$ cat config.mk
export PLATFORM = sky130hd
export DESIGN_NAME = sound_mailbox_fifo
export DESIGN_NICKNAME = d
export VERILOG_FILES = /design/src/rtl/sound_mailbox_fifo.sv
export SDC_FILE = /design/constraint.sdc
export NUM_CORES = 1
export LEC_CHECK = 0
export CAP_MARGIN = 20
export CORE_MARGIN = 2
export CORE_UTILIZATION = 49
export DETAILED_ROUTE_END_ITERATION = 16
export HOLD_SLACK_MARGIN = 0.15
export PLACE_DENSITY = 0.72
export SYNTH_ARGS = -nofsm -noshare
export SYNTH_HDL_FRONTEND = slang
export SYNTH_SLANG_ARGS = --single-unit
$ cat constraint.sdc
create_clock -name clk100 -period 2.1 [get_ports clk100]
set_clock_uncertainty 0.15 [all_clocks]
set_input_delay 0.42 -clock clk100 [delete_from_list [all_inputs] [get_ports clk100]]
set_output_delay 0.42 -clock clk100 [all_outputs]
set_load 0.1 [all_outputs]
$ cat src/rtl/sound_mailbox_fifo.sv
// Bidirectional 68k <-> 6502 sound mailbox: command and reply FWFT FIFOs with
// strobe synchronisation, occupancy counts, sticky overflow flags and a stretchable NMI.

module sound_mailbox_fifo #(
   parameter int WIDTH   = 8,
   parameter int DEPTH   = 4,
   parameter int NMI_LEN = 32,
   parameter int CW      = $clog2(DEPTH + 1)
) (
   input  logic             clk100,
   input  logic             rst_b,
   // 68k side
   input  logic [WIDTH-1:0] Dout68k,
   input  logic             SNDWR_b,
   input  logic             SNDRD_b,
   output logic [WIDTH-1:0] Din68k,
   output logic             SNDINT_b,
   // 6502 side
   input  logic [WIDTH-1:0] Dout6502,
   input  logic             WR68k_b,
   input  logic             RD68k_b,
   output logic [WIDTH-1:0] Din6502,
   output logic             SNDNMI_b,
   // status
   output logic             ctrl_SNDBUF,
   output logic             ctrl_68kBUF,
   output logic [CW-1:0]    cmd_count,
   output logic [CW-1:0]    rpl_count,
   output logic             cmd_full,
   output logic             rpl_full,
   output logic             cmd_ovf,
   output logic             rpl_ovf,
   input  logic             ovf_clr
);

   localparam int PW = $clog2(DEPTH);
   localparam int NW = $clog2(NMI_LEN + 1);
   localparam logic [CW-1:0] FULL_CNT = CW'(DEPTH);

   logic [NW-1:0] nmi_cnt;

   // Channel 0 is the command FIFO (68k -> 6502), channel 1 the reply FIFO (6502 -> 68k).
   for (genvar c = 0; c < 2; c++) begin : g_ch
      logic             wr_b;
      logic             rd_b;
      logic [WIDTH-1:0] wr_data;
      logic [1:0]       wr_sync;
      logic [1:0]       rd_sync;
      logic             wr_hist;
      logic             rd_hist;
      logic             push_edge;
      logic             pop_edge;
      logic             do_push;
      logic             do_pop;
      logic             ovf_ev;
      logic             full;
      logic [PW-1:0]    wr_ptr;
      logic [PW-1:0]    rd_ptr;
      logic [CW-1:0]    count;
      logic             ovf;
      logic [WIDTH-1:0] rd_data;
      logic [WIDTH-1:0] mem [DEPTH];

      always_comb begin
         wr_b    = (c == 0) ? SNDWR_b : WR68k_b;
         rd_b    = (c == 0) ? RD68k_b : SNDRD_b;
         wr_data = (c == 0) ? Dout68k : Dout6502;
      end

      // Flops reset to 0, so a strobe held low through reset must go high then low to act.
      always_ff @(posedge clk100 or negedge rst_b) begin
         if (!rst_b) begin
            wr_sync <= '0;
            rd_sync <= '0;
            wr_hist <= 1'b0;
            rd_hist <= 1'b0;
         end else begin
            wr_sync <= {wr_sync[0], wr_b};
            rd_sync <= {rd_sync[0], rd_b};
            wr_hist <= wr_sync[1];
            rd_hist <= rd_sync[1];
         end
      end

      // A pop on a full FIFO frees the slot, so a coincident push is accepted, not an overflow.
      always_comb begin
         push_edge = !wr_sync[1] && wr_hist;
         pop_edge  = rd_sync[1] && !rd_hist;
         full      = (count == FULL_CNT);
         do_pop    = pop_edge && (count != '0);
         do_push   = push_edge && (!full || do_pop);
         ovf_ev    = push_edge && full && !do_pop;
         rd_data   = (count != '0) ? mem[rd_ptr] : '1;
      end

      always_ff @(posedge clk100 or negedge rst_b) begin
         if (!rst_b) begin
            wr_ptr <= '0;
            rd_ptr <= '0;
            count  <= '0;
            ovf    <= 1'b0;
         end else begin
            if (do_push) wr_ptr <= wr_ptr + PW'(1);
            if (do_pop)  rd_ptr <= rd_ptr + PW'(1);
            case ({do_push, do_pop})
               2'b10:   count <= count + CW'(1);
               2'b01:   count <= count - CW'(1);
               default: count <= count;
            endcase
            if (ovf_ev)       ovf <= 1'b1;
            else if (ovf_clr) ovf <= 1'b0;
         end
      end

      always_ff @(posedge clk100) begin
         if (do_push) mem[wr_ptr] <= wr_data;
      end
   end

   always_ff @(posedge clk100 or negedge rst_b) begin
      if (!rst_b)                nmi_cnt <= '0;
      else if (g_ch[0].do_push)  nmi_cnt <= NW'(NMI_LEN);
      else if (nmi_cnt != '0)    nmi_cnt <= nmi_cnt - NW'(1);
   end

   always_comb begin
      cmd_count   = g_ch[0].count;
      rpl_count   = g_ch[1].count;
      cmd_full    = g_ch[0].full;
      rpl_full    = g_ch[1].full;
      cmd_ovf     = g_ch[0].ovf;
      rpl_ovf     = g_ch[1].ovf;
      Din6502     = g_ch[0].rd_data;
      Din68k      = g_ch[1].rd_data;
      ctrl_SNDBUF = (g_ch[0].count != '0);
      ctrl_68kBUF = (g_ch[1].count != '0);
      SNDINT_b    = (g_ch[1].count == '0);
      SNDNMI_b    = (nmi_cnt == '0);
   end

endmodule

==> results of run 1 <==
-- routing by layer --
metal | wire (um) | GRT usage [%] | vias up
met5 | 0 | 0 | -
met2 | 3340 | 24.7 | 53
li1 | - | - | 1075
met1 | 3010 | 23.0 | 1115
met3 | 314 | 4.27 | 8
met4 | 92 | 6.04 | 0
-- registers in the layout (all words and copies together), names as in the netlist --
signal        flops
g_ch.rd_sync      4
g_ch.wr_ptr       4
cmd_ovf           1
rpl_ovf           1
g_ch.rd_ptr       4
nmi_cnt           6
g_ch.wr_hist      2
g_ch.wr_sync      4
g_ch.rd_hist      2
rpl_count         3
cmd_count         3
g_ch.mem         64
-- layout by cell type (no fill, tap or decap), types with 3 or more instances in the layout --
cell type        count
edfxtp_1            64
buf_4               29
buf_12              29
dfrtp_1             26
clkdlybuf4s50_1     22
mux4_2              16
or2_4               16
inv_1               10
ha_1                 9
clkbuf_8             9
and2_2               8
xnor2_1              8
nand2_1              7
nor2_1               6
buf_6                6
dfrtp_4              6
xor2_1               5
inv_2                4
a21oi_1              4
nand3_1              4
inv_4                3
clkinvlp_4           3
bufinv_16            3
-- final timing paths --
check                      slack (ps)  depth (start not counted)                from            endpoint
setup / recovery                 -310                          4   g_ch[1].rd_ptr[0]           Din68k[5]
hold / removal                    200                          0  g_ch[0].rd_sync[0]  g_ch[0].rd_sync[1]
setup reg to reg                   30                          9        rpl_count[2]        rpl_count[2]
hold reg to reg                   200                          0  g_ch[0].rd_sync[0]  g_ch[0].rd_sync[1]
max in group asynchronous        1060                          3               rst_b   g_ch[1].rd_ptr[1]
min in group asynchronous         280                          2               rst_b          nmi_cnt[4]
-- cell type report --
class / count / area [sq um] / share of cell area [%]
Clock inverter: 6 / 114 / 2.03
Multi-Input combinational cell: 124 / 1280 / 22.9
Tap cell: 105 / 131 / 2.34
Sequential cell: 98 / 2800 / 49.8
Inverter: 18 / 78.8 / 1.40
Clock buffer: 9 / 124 / 2.21
Timing Repair Buffer: 86 / 1090 / 19.3
-- what timing repair did --
item	CTS	global route
pin swaps	7	7
setup endpoints to repair	21	24
cloned	1	0
setup buffers	3	8
resized for setup	23	10
-- through the flow --
| step | cell area, sq um | hold slack, ps |
|---|---|---|
| after CTS | 5540 | 205 |
| final | 5620 | 205 |
| after global routing | 5620 | 207 |
| after detailed placement | 5210 | 185 |
| after floorplan | 4160 | -25.6 |
| after global placement | 5210 | 182 |
-- kinds of logic (layout without fill, tap and decap cells) --
family          count (synthesis)  after routing  share of synthesized area [%]
buf+inv                        25            119                           2.77
flops                          98             98                           68.1
fa+ha+maj                      13             13                           4.37
xor+xnor                       13             13                           2.80
simple gates                   61             61                           8.82
mux                            18             18                           9.50
compound gates                 19             19                           3.63
==> impl_metrics.tcl, run 1 <==
set metrics [dict create \
    critPathKind "reg2out" \
    overflow 0 \
    finalSetupViolCount 17 \
    cts.path.max_buffers 2 \
    yosysWarnings 0 \
    dpl.cell_count 419 \
    portBuffers 52 \
    cts_max_level 3 \
    arrival_ps 1840 \
    dr.pass1.iters 6 \
    cp_max_fo 4 \
    ys_types 44 \
    fin_tns_setup_ps -4590 \
    ios 53 \
    cp-end-kind "primary output" \
    finalCritPeriodShare_pct 115 \
    synth-seq-cells 98 \
    synth_nets 283 \
    cp_num_buf_inv 2 \
    max_stage_delay_ps 480 \
    critPathRequiredTime_ps 1530 \
    vias_per_cell 5.05 \
    cpMaxStageDelayCell "mux4_2" \
    cts_hold_buf 0 \
    path_clk_slew_ps 90 \
    yosys-top-cells-area "edfxtp_1, dfrtp_1, mux4_2" \
    maxClockFrequency_ghz 0.414 \
    startpoint_type "flip-flop" \
    root_buffer "clkbuf_8" \
    synth_top_cell_by_area "edfxtp_1" \
    drive_above_1_share_pct 44.6 \
    instances_no_fill 446 \
    drt_wl_total_mm 6.75 \
    drv_cap 0 \
    yosysSeqAreaShare_pct 68.1 \
    die_area_sq_um 9050 \
    num_rows 33 \
    cts-buffers-inserted 9 \
    holdCritPathClass "reg2reg" \
    clock_latency_ps 350 \
    vias 2251 \
    failed_checks "setup timing" \
    synth.cells.most_frequent "edfxtp_1, dfrtp_1, inv_1, mux4_2, or2_1" \
    grt_pass1_vias 2193 \
    synth_most_common_cell "edfxtp_1" \
    clock-sinks 98 \
    avgSynthCellArea_sq_um 16.5 \
    rsz0062_at_grt "yes" \
    utilization_pct 69.1 \
    post-route-min-period_ps 2410 \
    max-slew-margin-rel_pct 71.8 \
    antenna_found_initial 0 \
    tightest_slew_ps 423 \
    grt_start_max_net_pins 28 \
    core-area_sq_um 8130 \
    path_cells "buf_4, mux4_2, or2_4, buf_12" \
    yosysTopAreaCellShare_pct 47.2 \
    syn2layout_area_growth_pct 38.0 \
    cp_top_family "multiplexers" \
    antenna_left 0 \
    die_w_um 95.1 \
    synth_ff_type "edfxtp_1" \
    drcViolationCount 0 \
    syn_inst 247 \
    grt.total_usage_pct 16.3 \
    final.fill_count 539 \
    syn-cell-area_sq_um 4070 \
    initial_utilization_pct 50.0 \
    synth_edf_count 64 \
    diodes 0 \
    fin_nets 373 \
    finalMaxSlewViolations 0 \
    grt_pass1_wl_mm 10.8 \
    gp_congestion 0.738 \
    final.setup.worst_slack_ps -313 \
    hold_viol 0 \
    die_h_um 95.1 \
    detailedPlacementHpwl_mm 4.60 \
    cts_tree "built" \
    post-place-ws_ps -5.50 \
    run_status "complete, but fails checks" \
    synth-async-reset-ratio_pct 34.7 \
    wl_per_cell_um 15.1 \
    drt_first_iter_violations 114 \
]
Power of run 1 is left out: the tool's default activity adds up to more than one toggle a clock period on the data nets, which glitch-free logic cannot reach.
==> run 2: changes to the inputs <==
- CORE_MARGIN: 2 -> 1.5
- SLEW_MARGIN: unset -> 20
==> run 2 against run 1 <==
The run still ends with setup timing left. Register-to-register slack got worse by 40 ps. Non-clock buffer count rose by 5. Core utilization grew 0.62 points. Cell count grew 1.3%. First-iteration DRC count grew 17%. Hold slack barely moved. Via count up 1.5%. Die area down 2.1%. Critical path depth unchanged. Clock-buffer cell count is 1 higher. Worst setup slack got worse by 3.1 ps.
==> impl_metrics.tcl, run 2 (synthesis results as in run 1) <==
set metrics [dict create \
    run_status "complete, but fails checks" \
    failed_checks "setup timing" \
    vias 2285 \
    syn2layout_area_growth_pct 39.2 \
    clock-sinks 98 \
    reg.largest.list "g_ch.mem: 64 flops, nmi_cnt: 6 flops" \
    critPathKind "reg2out" \
    clock_latency_ps 360 \
    rsz0062_at_grt "yes" \
    drv_cap 0 \
    grt_pass1_wl_mm 11.5 \
    wl_per_cell_um 15.2 \
    path_clk_slew_ps 100 \
    drt_first_iter_violations 133 \
    cts_hold_buf 0 \
    regMostFlops "g_ch.mem" \
    grt_pass1_vias 2368 \
    post-route-min-period_ps 2420 \
    drcViolationCount 0 \
    finalCritPeriodShare_pct 115 \
    die_area_sq_um 8860 \
    final_common_cell "edfxtp_1" \
    final_cell_mix "edfxtp_1, buf_12, buf_4" \
    largest_register_ffs 64 \
    detailedPlacementHpwl_mm 4.58 \
    ios 53 \
    holdCritPathClass "reg2reg" \
    grt_start_max_net_pins 35 \
    overflow 0 \
    startpoint_type "flip-flop" \
    cts_tree "built" \
    hold_viol 0 \
    die_h_um 94.1 \
    cts.path.max_buffers 2 \
    post-place-ws_ps -32.2 \
    num_rows 33 \
    portBuffers 52 \
    utilization_pct 69.7 \
    drt_wl_total_mm 6.89 \
    cp-end-kind "primary output" \
    final.setup.worst_slack_ps -316 \
    initial_utilization_pct 50.0 \
    maxClockFrequency_ghz 0.414 \
    diodes 0 \
    finalSetupViolCount 19 \
    arrival_ps 1850 \
    finalMaxSlewViolations 0 \
    fin_nets 378 \
    core-area_sq_um 8130 \
    vias_per_cell 5.06 \
    critPathRequiredTime_ps 1530 \
    cp_max_fo 4 \
    gp_congestion 0.743 \
    cts_max_level 3 \
    tightest_slew_ps 444 \
    grt.total_usage_pct 17.6 \
    antenna_left 0 \
    drive_above_1_share_pct 47.0 \
    cts-buffers-inserted 9 \
    max-slew-margin-rel_pct 70.4 \
    root_buffer "clkbuf_8" \
    die_w_um 94.1 \
    antenna_found_initial 0 \
    dr.pass1.iters 4 \
]
## run 2: path summary, 6_finish.rpt
| path | startpoint | end | slack, ps | cells past startpoint |
|---|---|---|---|---|
| max in group asynchronous | rst_b | cmd_count[2] | 1130 | 2 |
| min in group asynchronous | rst_b | rpl_count[0] | 300 | 2 |
| worst min-delay path | g_ch[1].wr_sync[0] | g_ch[1].wr_sync[1] | 200 | 0 |
| worst max-delay path | g_ch[1].rd_ptr[0] | Din68k[6] | -320 | 4 |
| worst max register to register | rpl_count[1] | rpl_count[2] | -10 | 10 |
| worst min register to register | g_ch[1].wr_sync[0] | g_ch[1].wr_sync[1] | 200 | 0 |
## run 2: what timing repair did
action / in CTS / in global routing
setup endpoints to repair: 21 / 25
cloned: 1 / 0
setup buffers: 8 / 9
pin swaps: 12 / 12
gates resized for setup: 28 / 14
## run 2: metrics by stage
stage / TNS (ps) / cell area (sq um) / cells / hold slack [ps]
after floorplan: -1910 / 4160 / 247 / -25.6
after global placement: 0 / 5210 / 418 / 183
after detailed placement: -67.0 / 5210 / 418 / 185
after CTS: -5380 / 5550 / 443 / 206
after global routing: -6500 / 5670 / 452 / 228
final: -4890 / 5670 / 452 / 205
## run 2: cell type report
| cell class | count | area [sq um] |
|---|---|---|
| inverters | 18 | 73.8 |
| repair buffers | 91 | 1150 |
| clock buffers | 10 | 138 |
| multi-input cells | 124 | 1320 |
| well taps | 105 | 131 |
| flip-flops and latches | 98 | 2800 |
| clock inverters | 6 | 56.3 |
| fillers | 550 | 2470 |
## run 2: layer usage
metal,vias up,routed length [um],global-route usage (%)
met4,0,95,5.97
met3,8,245,4.29
met5,-,0,0
met2,46,3490,28.2
li1,1086,-,-
met1,1145,3060,23.5
## run 2: critical path, cell delays in order, from the launching register on
cell and delay, ps:
dfrtp_2 440, buf_6 140, mux4_2 490, or2_4 250, buf_12 170
Power of run 2 is left out for the same reason.
==> run 3: changes to the inputs <==
- CORE_MARGIN: 1.5 -> 10
==> run 3 against run 2 <==
The run still ends with setup timing left. Cell area down 0.97%. Worst setup slack better by 27 ps. Clock-buffer cell count unchanged. Non-clock buffer count down 4. Routed wire length up 5.8%. First-iteration DRC count down 59%. Global-route usage down 5.8 points. Core utilization down 0.68 points. Cell count down 0.88%. Critical endpoint unchanged.
==> impl_metrics.tcl, run 3 (synthesis results as in run 1) <==
set metrics [dict create \
    tightest_slew_ps 433 \
    finalMaxSlewViolations 0 \
    cts-buffers-inserted 9 \
    dr.pass1.iters 4 \
    drcViolationCount 0 \
    final.setup.worst_slack_ps -288 \
    r2r_start "rpl_count[0]" \
    gp_congestion 0.759 \
    hold_depth 0 \
    run_status "complete, but fails checks" \
    finalCritPeriodShare_pct 114 \
    diodes 0 \
    r2r_slack_ps 40 \
    die_area_sq_um 12400 \
    reg.largest.list "g_ch.mem: 64 flops, nmi_cnt: 6 flops" \
    die_w_um 111 \
    overflow 0 \
    hold_viol 0 \
    r2r-end "rpl_count[2]" \
    cp_max_fo 6 \
    core-area_sq_um 8130 \
    rsz0062_at_grt "yes" \
    initial_utilization_pct 50.0 \
    num_rows 33 \
    final.fill_count 514 \
    clock_latency_ps 340 \
    startpoint_type "flip-flop" \
    cts_max_level 3 \
    cp-end-kind "primary output" \
    vias_per_cell 5.07 \
    grt_pass1_vias 2401 \
    drt_first_iter_violations 54 \
    instances_no_fill 448 \
    grt_start_max_net_pins 35 \
    drt_wl_total_mm 7.29 \
    critPathKind "reg2out" \
    max-slew-margin-rel_pct 71.1 \
    holdCritPathClass "reg2reg" \
    min_from "g_ch[1].rd_sync[0]" \
    post-route-min-period_ps 2390 \
    critPathRequiredTime_ps 1530 \
    drv_cap 0 \
    multi_input_area_sq_um 1300 \
    regMostFlops "g_ch.mem" \
    final_cell_mix "edfxtp_1, buf_4, buf_12" \
    cts_tree "built" \
    largest_register_ffs 64 \
    worst_r2r_path_depth 10 \
    fin_nets 374 \
    syn2layout_area_growth_pct 37.9 \
    clock-sinks 98 \
    arrival_ps 1820 \
    grt_pass1_wl_mm 12.0 \
    path_clk_slew_ps 100 \
    final_common_cell "edfxtp_1" \
    root_buffer "clkbuf_8" \
    cts.path.max_buffers 2 \
    wl_per_cell_um 16.3 \
    finalSetupViolCount 18 \
    ios 53 \
    detailedPlacementHpwl_mm 4.99 \
    antenna_found_initial 0 \
    timing.hold.worst_endpoint "g_ch[1].rd_sync[1]" \
    die_h_um 111 \
    grt.total_usage_pct 11.8 \
    dpl.cell_count 418 \
    vias 2272 \
    portBuffers 52 \
    maxClockFrequency_ghz 0.419 \
    drive_above_1_share_pct 45.8 \
    failed_checks "setup timing" \
    antenna_left 0 \
    seq_area_sq_um 2800 \
]
run 3: how the worst max path moves through the flow:
stage                       from      endpoint  slack [ps]  cells after the start
2_1_floorplan       rpl_count[0]  rpl_count[2]        -370                     10
3_3_place_gp   g_ch[1].rd_ptr[0]     Din68k[2]          20                      4
3_5_place_dp   g_ch[1].rd_ptr[0]     Din68k[6]        -0.8                      4
4_1_cts        g_ch[1].rd_ptr[0]     Din68k[6]        -320                      4
5_1_grt        g_ch[1].rd_ptr[0]     Din68k[6]        -360                      4
6_report       g_ch[1].rd_ptr[0]     Din68k[6]        -290                      4
run 3: through the flow:
stage          TNS (ps)  instance area (sq um)  worst slack, ps  utilization (%)  hold WS [ps]
2_1_floorplan     -1910                   4160             -369                -         -25.6
3_3_place_gp          0                   5230             22.9             64.2           184
3_5_place_dp     -0.791                   5230           -0.791             64.2           186
4_1_cts           -5090                   5500             -318             67.6           207
5_1_grt           -5890                   5610             -360             69.0           211
6_report          -4580                   5610             -288             69.0           207
run 3: layout make-up:
| class | count | area share [%] |
|---|---|---|
| sequential | 98 | 49.9 |
| inverter | 18 | 1.36 |
| tap | 105 | 2.34 |
| clock buffer | 10 | 2.45 |
| timing repair buffer | 87 | 19.7 |
| multi-input combinational | 124 | 23.2 |
| clock inverter | 6 | 1.03 |
run 3: timing repair:
| action | 4_1_cts | 5_1_grt |
|---|---|---|
| pin swaps | 9 | 14 |
| hold buffers | 0 | 0 |
| cloned | 1 | 0 |
| resized for setup | 19 | 14 |
| buffers inserted | 3 | 10 |
| setup endpoints to repair | 21 | 24 |
run 3: metal layers:
| layer | track usage [%] | part of all wire (%) | vias to the layer above |
|---|---|---|---|
| li1 | - | - | 1080 |
| met2 | 19.1 | 50 | 52 |
| met5 | 0 | 0 | - |
| met4 | 4.11 | 0.70 | 0 |
| met1 | 14.9 | 44 | 1136 |
| met3 | 3.25 | 5.0 | 4 |
run 3: critical path, cell delays in order, from the launching register on:
cell and delay [ps]:
dfrtp_2 430, buf_12 140, mux4_2 490, or2_4 250, buf_12 160
Power of run 3 is left out for the same reason.
